`config.mk`:
```
export PLATFORM = sky130hd
export DESIGN_NAME = flash_fetch
export DESIGN_NICKNAME = d
export VERILOG_FILES = /design/src/rtl/flash_fetch.sv
export SDC_FILE = /design/constraint.sdc
export NUM_CORES = 1
export LEC_CHECK = 0
export CAP_MARGIN = 10
export CORE_ASPECT_RATIO = 1.75
export CORE_MARGIN = 3
export CORE_UTILIZATION = 54
export CTS_CLUSTER_SIZE = 8
export DETAILED_ROUTE_END_ITERATION = 7
export GPL_ROUTABILITY_DRIVEN = 0
export PLACE_DENSITY_LB_ADDON = 0.3
export SLEW_MARGIN = 40
export SYNTH_ARGS = -nofsm -noshare
export SYNTH_HDL_FRONTEND = slang
export SYNTH_SLANG_ARGS = --single-unit
```
`constraint.sdc`:
```
create_clock -name clk -period 5.3 [get_ports clk]
set_input_delay 1.59 -clock clk [delete_from_list [all_inputs] [get_ports clk]]
set_output_delay 1.59 -clock clk [all_outputs]
set_load 0.01 [all_outputs]
```
`src/rtl/flash_fetch.sv`:
```
// rtl/flash_fetch.sv - serial flash read engine: sends {CMD_READ, addr}, shifts in DATA_BITS of data
//
// Ports:
//   clk, reset              system clock, asynchronous active-high reset
//   req_valid/req_addr      read request (24-bit byte address), taken when req_ready=1
//   req_ready               high only while idle
//   flash_clk               serial clock from the external generator (runs only while clk_en=1)
//   clk_en                  enables the flash clock generator during command and data phases
//   flash_cs_n              chip select, active low for the whole transfer
//   flash_mosi              command/address bit out, MSB first
//   flash_miso              data bit in, sampled on flash_clk rising edges
//   data_out/data_valid     fetched word (first bit in MSB), valid until data_ready
//   data_ready              consumer acknowledge
module flash_fetch #(
  parameter logic [7:0] CMD_READ  = 8'h03,
  parameter int          DATA_BITS = 32
) (
  input  logic                 clk,
  input  logic                 reset,
  input  logic                 req_valid,
  input  logic [23:0]          req_addr,
  output logic                 req_ready,
  input  logic                 flash_clk,
  output logic                 clk_en,
  output logic                 flash_cs_n,
  output logic                 flash_mosi,
  input  logic                 flash_miso,
  output logic [DATA_BITS-1:0] data_out,
  output logic                 data_valid,
  input  logic                 data_ready
);

  typedef enum logic [1:0] {IDLE, SEND_CMD, FETCH_BIT, DONE} state_t;

  localparam logic [5:0] CMD_LAST = 6'd31;
  localparam logic [5:0] DATA_CNT = 6'(DATA_BITS);

  state_t               state;
  state_t               next_state;
  logic                 clk_prev;
  logic                 rise;
  logic                 fall;
  logic                 accept;
  logic [31:0]          cmd_sr;
  logic [DATA_BITS-1:0] data_sr;
  logic [5:0]           bit_cnt;

  // flash_clk is generated off clk, so a one-cycle delayed copy is enough to find its edges
  assign rise   = flash_clk & ~clk_prev;
  assign fall   = ~flash_clk & clk_prev;
  assign accept = req_valid & req_ready;

  always_ff @(posedge clk or posedge reset) begin
    if (reset) state <= IDLE;
    else       state <= next_state;
  end

  always_comb begin
    next_state = state;
    case (state)
      IDLE:      if (accept) next_state = SEND_CMD;
      SEND_CMD:  if (rise && bit_cnt == CMD_LAST) next_state = FETCH_BIT;
      // the last data bit is taken on a rise; leaving on the following fall
      // keeps flash_clk low when the generator is switched off
      FETCH_BIT: if (fall && bit_cnt == DATA_CNT) next_state = DONE;
      DONE:      if (data_ready) next_state = IDLE;
      default:   next_state = IDLE;
    endcase
  end

  always_comb begin
    req_ready  = 1'b0;
    clk_en     = 1'b0;
    flash_cs_n = 1'b1;
    flash_mosi = 1'b0;
    data_valid = 1'b0;
    case (state)
      IDLE:      req_ready = 1'b1;
      SEND_CMD:  begin
        clk_en     = 1'b1;
        flash_cs_n = 1'b0;
        flash_mosi = cmd_sr[31];
      end
      FETCH_BIT: begin
        clk_en     = 1'b1;
        flash_cs_n = 1'b0;
      end
      DONE:      data_valid = 1'b1;
      default:   req_ready = 1'b0;
    endcase
  end

  always_ff @(posedge clk or posedge reset) begin
    if (reset) begin
      clk_prev <= 1'b0;
      cmd_sr   <= '0;
      data_sr  <= '0;
      bit_cnt  <= '0;
      data_out <= '0;
    end else begin
      clk_prev <= flash_clk;
      case (state)
        IDLE: begin
          if (accept) begin
            cmd_sr  <= {CMD_READ, req_addr};
            data_sr <= '0;
            bit_cnt <= '0;
          end
        end
        SEND_CMD: begin
          if (rise) bit_cnt <= (bit_cnt == CMD_LAST) ? 6'd0 : bit_cnt + 6'd1;
          // shifting on the fall gives the flash a full half period of setup before its rise
          if (fall) cmd_sr <= {cmd_sr[30:0], 1'b0};
        end
        FETCH_BIT: begin
          if (rise && bit_cnt != DATA_CNT) begin
            data_sr <= (data_sr << 1) | DATA_BITS'(flash_miso);
            bit_cnt <= bit_cnt + 6'd1;
          end
          if (fall && bit_cnt == DATA_CNT) data_out <= data_sr;
        end
        default: begin
          bit_cnt <= bit_cnt;
        end
      endcase
    end
  end

endmodule

```
* Yosys cells after proc, flatten, opt, wreduce, memory -nomap -nowiden
Cells that the tools add are included.
Operators by class: $add $sub $neg 1, eq/ne operators 13, muxes and demuxes 21, bitwise logic cells 6, reductions and logical operators 13
Operator list (count):
- $mux 32 | 4
- $pmux 32 s2 | 2
- $or 32x1->32 | 1
- $mux 6 | 4
- $pmux 6 s3 | 1
- $ne 2x2->1 const B | 7
- $mux 2 | 4
- $pmux 2 s4 | 1
- $reduce_and 4->1 | 2
- $add 6x1->6 const B | 1
- $eq 6x5->1 const B | 1
- $eq 6x6->1 const B | 1
- $ne 6x6->1 const B | 1
- $reduce_and 3->1 | 2
- $mux 1 | 5
- $eq 2x2->1 const B | 2
- $reduce_bool 2->1 | 2
- $and 1x1->1 | 3
- $logic_and 1x1->1 | 3
- $reduce_bool 3->1 | 1
- $eq 2x1->1 const B | 1
- $logic_not 2->1 | 1
- $not 1->1 | 2
- $reduce_and 2->1 | 1
- $reduce_or 2->1 | 1
Word-level totals: bits in registers 105, output and inout bits 37, word-level logic and storage cells 60

* Longest topological paths before layout
word-level depth 5, mapped depth 8, mapped depth without buffers 6

* Worst setup path after synthesis
No wires, ideal clock.
path type input to register, start input flash_clk, end register data_sr[0], library setup time 0.066 ns, data arrival time 2.858 ns, slack 2.376 ns, stages on the path 6, buffers on the path 2, cells stage by stage nand2b_1 o21ba_2 buf_2 nor3b_1 clkbuf_1 a22o_1
Between the ends: longest elaborated chain between the ends 4
RTL lines:
- start, declared | RTL line 23 | input logic flash_clk,
- $and 1x1->1 | RTL line 49 | assign rise = flash_clk & ~clk_prev;
- $logic_and 1x1->1 | RTL line 116 | if (rise && bit_cnt != DATA_CNT) begin
- $ne 2x2->1 (no source line)
- $reduce_and 3->1 (no source line)
- end signal, assigned | RTL line 117 | data_sr <= (data_sr << 1) | DATA_BITS'(flash_miso);
- end, declared | RTL line 45 | logic [DATA_BITS-1:0] data_sr;
No other way between the ends. A chain may end at the register's enable or synchronous reset.

* Worst setup path in the final report
start register state[0], end output flash_cs_n
Between the ends: longest elaborated chain between the ends 3, elaborated cells between the ends (all ways) 4, those cells by class 2 x eq/ne; 1 x mux; 1 x reduce/logical
RTL lines:
- start, declared | RTL line 38 | state_t state;
- start signal, assigned | RTL line 55 | else state <= next_state;
- $eq 2x1->1 / $eq 2x2->1 (equally long branches) | RTL line 77 | case (state)
- $reduce_or 2->1 (no source line) (*)
- $mux 1 (*) | RTL line 77
- end, declared | RTL line 25 | output logic flash_cs_n,
Mark *: on every way between the ends. The rest lies on a longest branch, timed or not.

==> out/results.ini <==
[status]
status=finished, final reports clean

[global_route]
antenna_found_initial=0
grtUsageTotal_pct=18.5
grt-ovfl-total=0
grt_max_degree=81
grt_pass1_vias=2863
grt_pass1_wl_mm=13.7

[setup_path]
critical_path.top_delay_family=buffers and inverters
path_cells=inv_1, ha_1, inv_1, clkdlybuf4s50_1
arrival_ns=1.79
worstPathRequired_ns=3.71
slowest_stage=clkdlybuf4s50_1
crit_type=reg -> out
critPathMaxFanout=3
cpMostUsedCell=inv_1
crit_buf_inv=3
slowest_delay_ns=0.55
end_kind=output pin
crit_cells=4
startpoint_type=flop
r2r.worst_path.cells=7

[power_and_ir_drop]
power_per_cell_area_nw_per_um2=467
ir_drop_uv=521
p_leak_nw=2.61

[die]
die_area_sq_um=9550
rows=43
io_pins=67
core_area_sq_um=8020
start_util_pct=56.4
die_w_microns=75.2
die_y_microns=127

[timing]
min_period_ns=3.38
worst_slew_pin_slew_ns=0.697
rsz0062_at_grt=no
finalSetupViolCount=0
slew_violations=0
finalCritPeriodShare_pct=63.7
finalSetupTns_ns=0
clock_skew_ns=0.00631
clock.fmax_mhz=296
slew_headroom_pct=53.5
hold_viol=0

[worst_hold_path]
hold_class=reg -> reg
hold_depth=1

[clock_network]
cts_tree=done
numCtsBuffers=9
clock-sinks=105
cts_setup_buffers=0
cts_buffer_depth=2
cts_max_level=3
root_buffer=clkbuf_16
clkLatencyLatePin_ns=0.35
ctsResizeCount=0
postCtsHoldBufs=0
path_clk_slew_ns=0.07

[route]
drc_errors=0
wl_per_cell_microns=16.0
routed_wl_mm=8.08
routed_via_density=5.67
drt_iter0_drc=136
first_pass_iters=4
ant_nets=0
via_count=2858

[yosys]
yosysTopAreaCell=dfrtp_1
yosys_warnings=0
yosysTopAreaCellShare_pct=58.1
ys_top_cells_by_area=dfrtp_1, mux2_4, a22o_1
ys.flop_type=dfrtp_1
synth_nets=385
ys_seq_area_share_pct=58.1
syn_area_per_cell_sq_um=12.9
ys_ff_latch=105
netlist_area_sq_um=4520
synth_enable_flop_cells=0
syn-instance-count=349
synthArstFlopShare_pct=100
yosys.cell_types.count=40

[place]
io_buffers=66
hpwl_mm=5.30
dpl_cell_area_sq_um=5210

[job]
drv_cap=0

[layout]
num-nets-final=446
design_area_sq_um=5590
diodes=0
area.growth.synth_to_final_pct=23.7
layout-drive-gt1-share_pct=14.5

[synthesized netlist by cell type (all sizes together), types with 2 or more instances]
cell / number
dfrtp: 105
a22o: 32
mux2: 32
nor2: 31
mux2i: 27
a21oi: 24
inv: 19
buf: 11
clkbuf: 10
o21ai: 10
nand3: 9
ha: 6
o211ai: 4
nand2: 3
nand2b: 3
a31oi: 2
o2111ai: 2
o221ai: 2
[layout make-up]
class                   instances  area [sq um]
repair buffers                 71           718
multi-input cells             204          1710
inverters                      19          76.3
fillers                       580          2420
flip-flops and latches        105          2630
clock inverters                 4          98.8
well taps                      90           113
clock buffers                  11           253
[through the flow]
stage                     util [%]  hold WS (ns)  setup WS, ns  power (mW)  cells
final                         69.8         0.510          1.92        2.61    504
after global routing          69.8         0.524          1.85        2.77    504
after detailed placement      65.0         0.497          1.73        1.82    488
after CTS                     69.4         0.513          1.90        2.59    503
after floorplan                  -         0.473         0.949        1.60    349
after global placement        64.9         0.490          1.70        1.78    488
[flip-flops by register name, summed over array words and instances (netlist names)]
name,count
cmd_sr,32
data_out,32
data_sr,32
bit_cnt,6
state,2
clk_prev,1
[cells by family after synthesis]
kind of cell | after synthesis | share of synthesized area, %
fa+ha+maj | 6 | 1.66
mux | 59 | 16.4
buf+inv | 40 | 4.71
simple gates | 55 | 5.73
compound gates | 84 | 13.3
flops | 105 | 58.1
[layer usage]
metal / global-route usage [%] / up-vias / wire (microns)
met2: 29.0 / 82 / 4020
met1: 24.8 / 1395 / 3520
li1: - / 1371 / -
met5: 0 / - / 0
met3: 5.35 / 10 / 415
met4: 5.77 / 0 / 129
[cells in the final DEF (no fill, tap or decap), types with 5 or more instances in the layout]
cell | netlist | layout
a21oi_1 | 24 | 24
a22o_1 | 32 | 32
clkbuf_16 | 0 | 9
clkdlybuf4s50_1 | 0 | 66
dfrtp_1 | 105 | 105
ha_1 | 6 | 5
inv_1 | 19 | 18
mux2_4 | 30 | 30
mux2i_1 | 27 | 27
nand3_1 | 9 | 9
nor2_1 | 31 | 31
o21ai_0 | 9 | 9
[report_power, final]
| group | total (mW) | leakage [nW] | switching (mW) | internal, mW |
|---|---|---|---|---|
| Combinational | 0.850 | 1.06 | 0.515 | 0.335 |
| Sequential | 0.997 | 1.38 | 0.0669 | 0.930 |
| Clock | 0.767 | 0.172 | 0.281 | 0.486 |
| Total | 2.61 | 2.61 | 0.862 | 1.75 |
[worst register-to-register path: stages (launching register included)]
cell,delay (ns)
dfrtp_1,0.40
inv_1,0.11
ha_2,0.18
buf_4,0.45
o21ai_0,0.29
a41oi_1,0.51
o211ai_1,0.21
mux2i_1,0.17
[path summary, 6_finish.rpt]
kind                              startpoint      endpoint  slack, ns
worst max-delay path                state[0]    flash_cs_n       1.92
worst min register to register  data_out[14]  data_out[14]       0.51
max in group asynchronous              reset  data_out[10]       2.76
worst min-delay path            data_out[14]  data_out[14]       0.51
min in group asynchronous              reset     cmd_sr[2]       1.75
worst max register to register      state[1]    bit_cnt[0]       2.90
(Power assumes the default switching activity.)
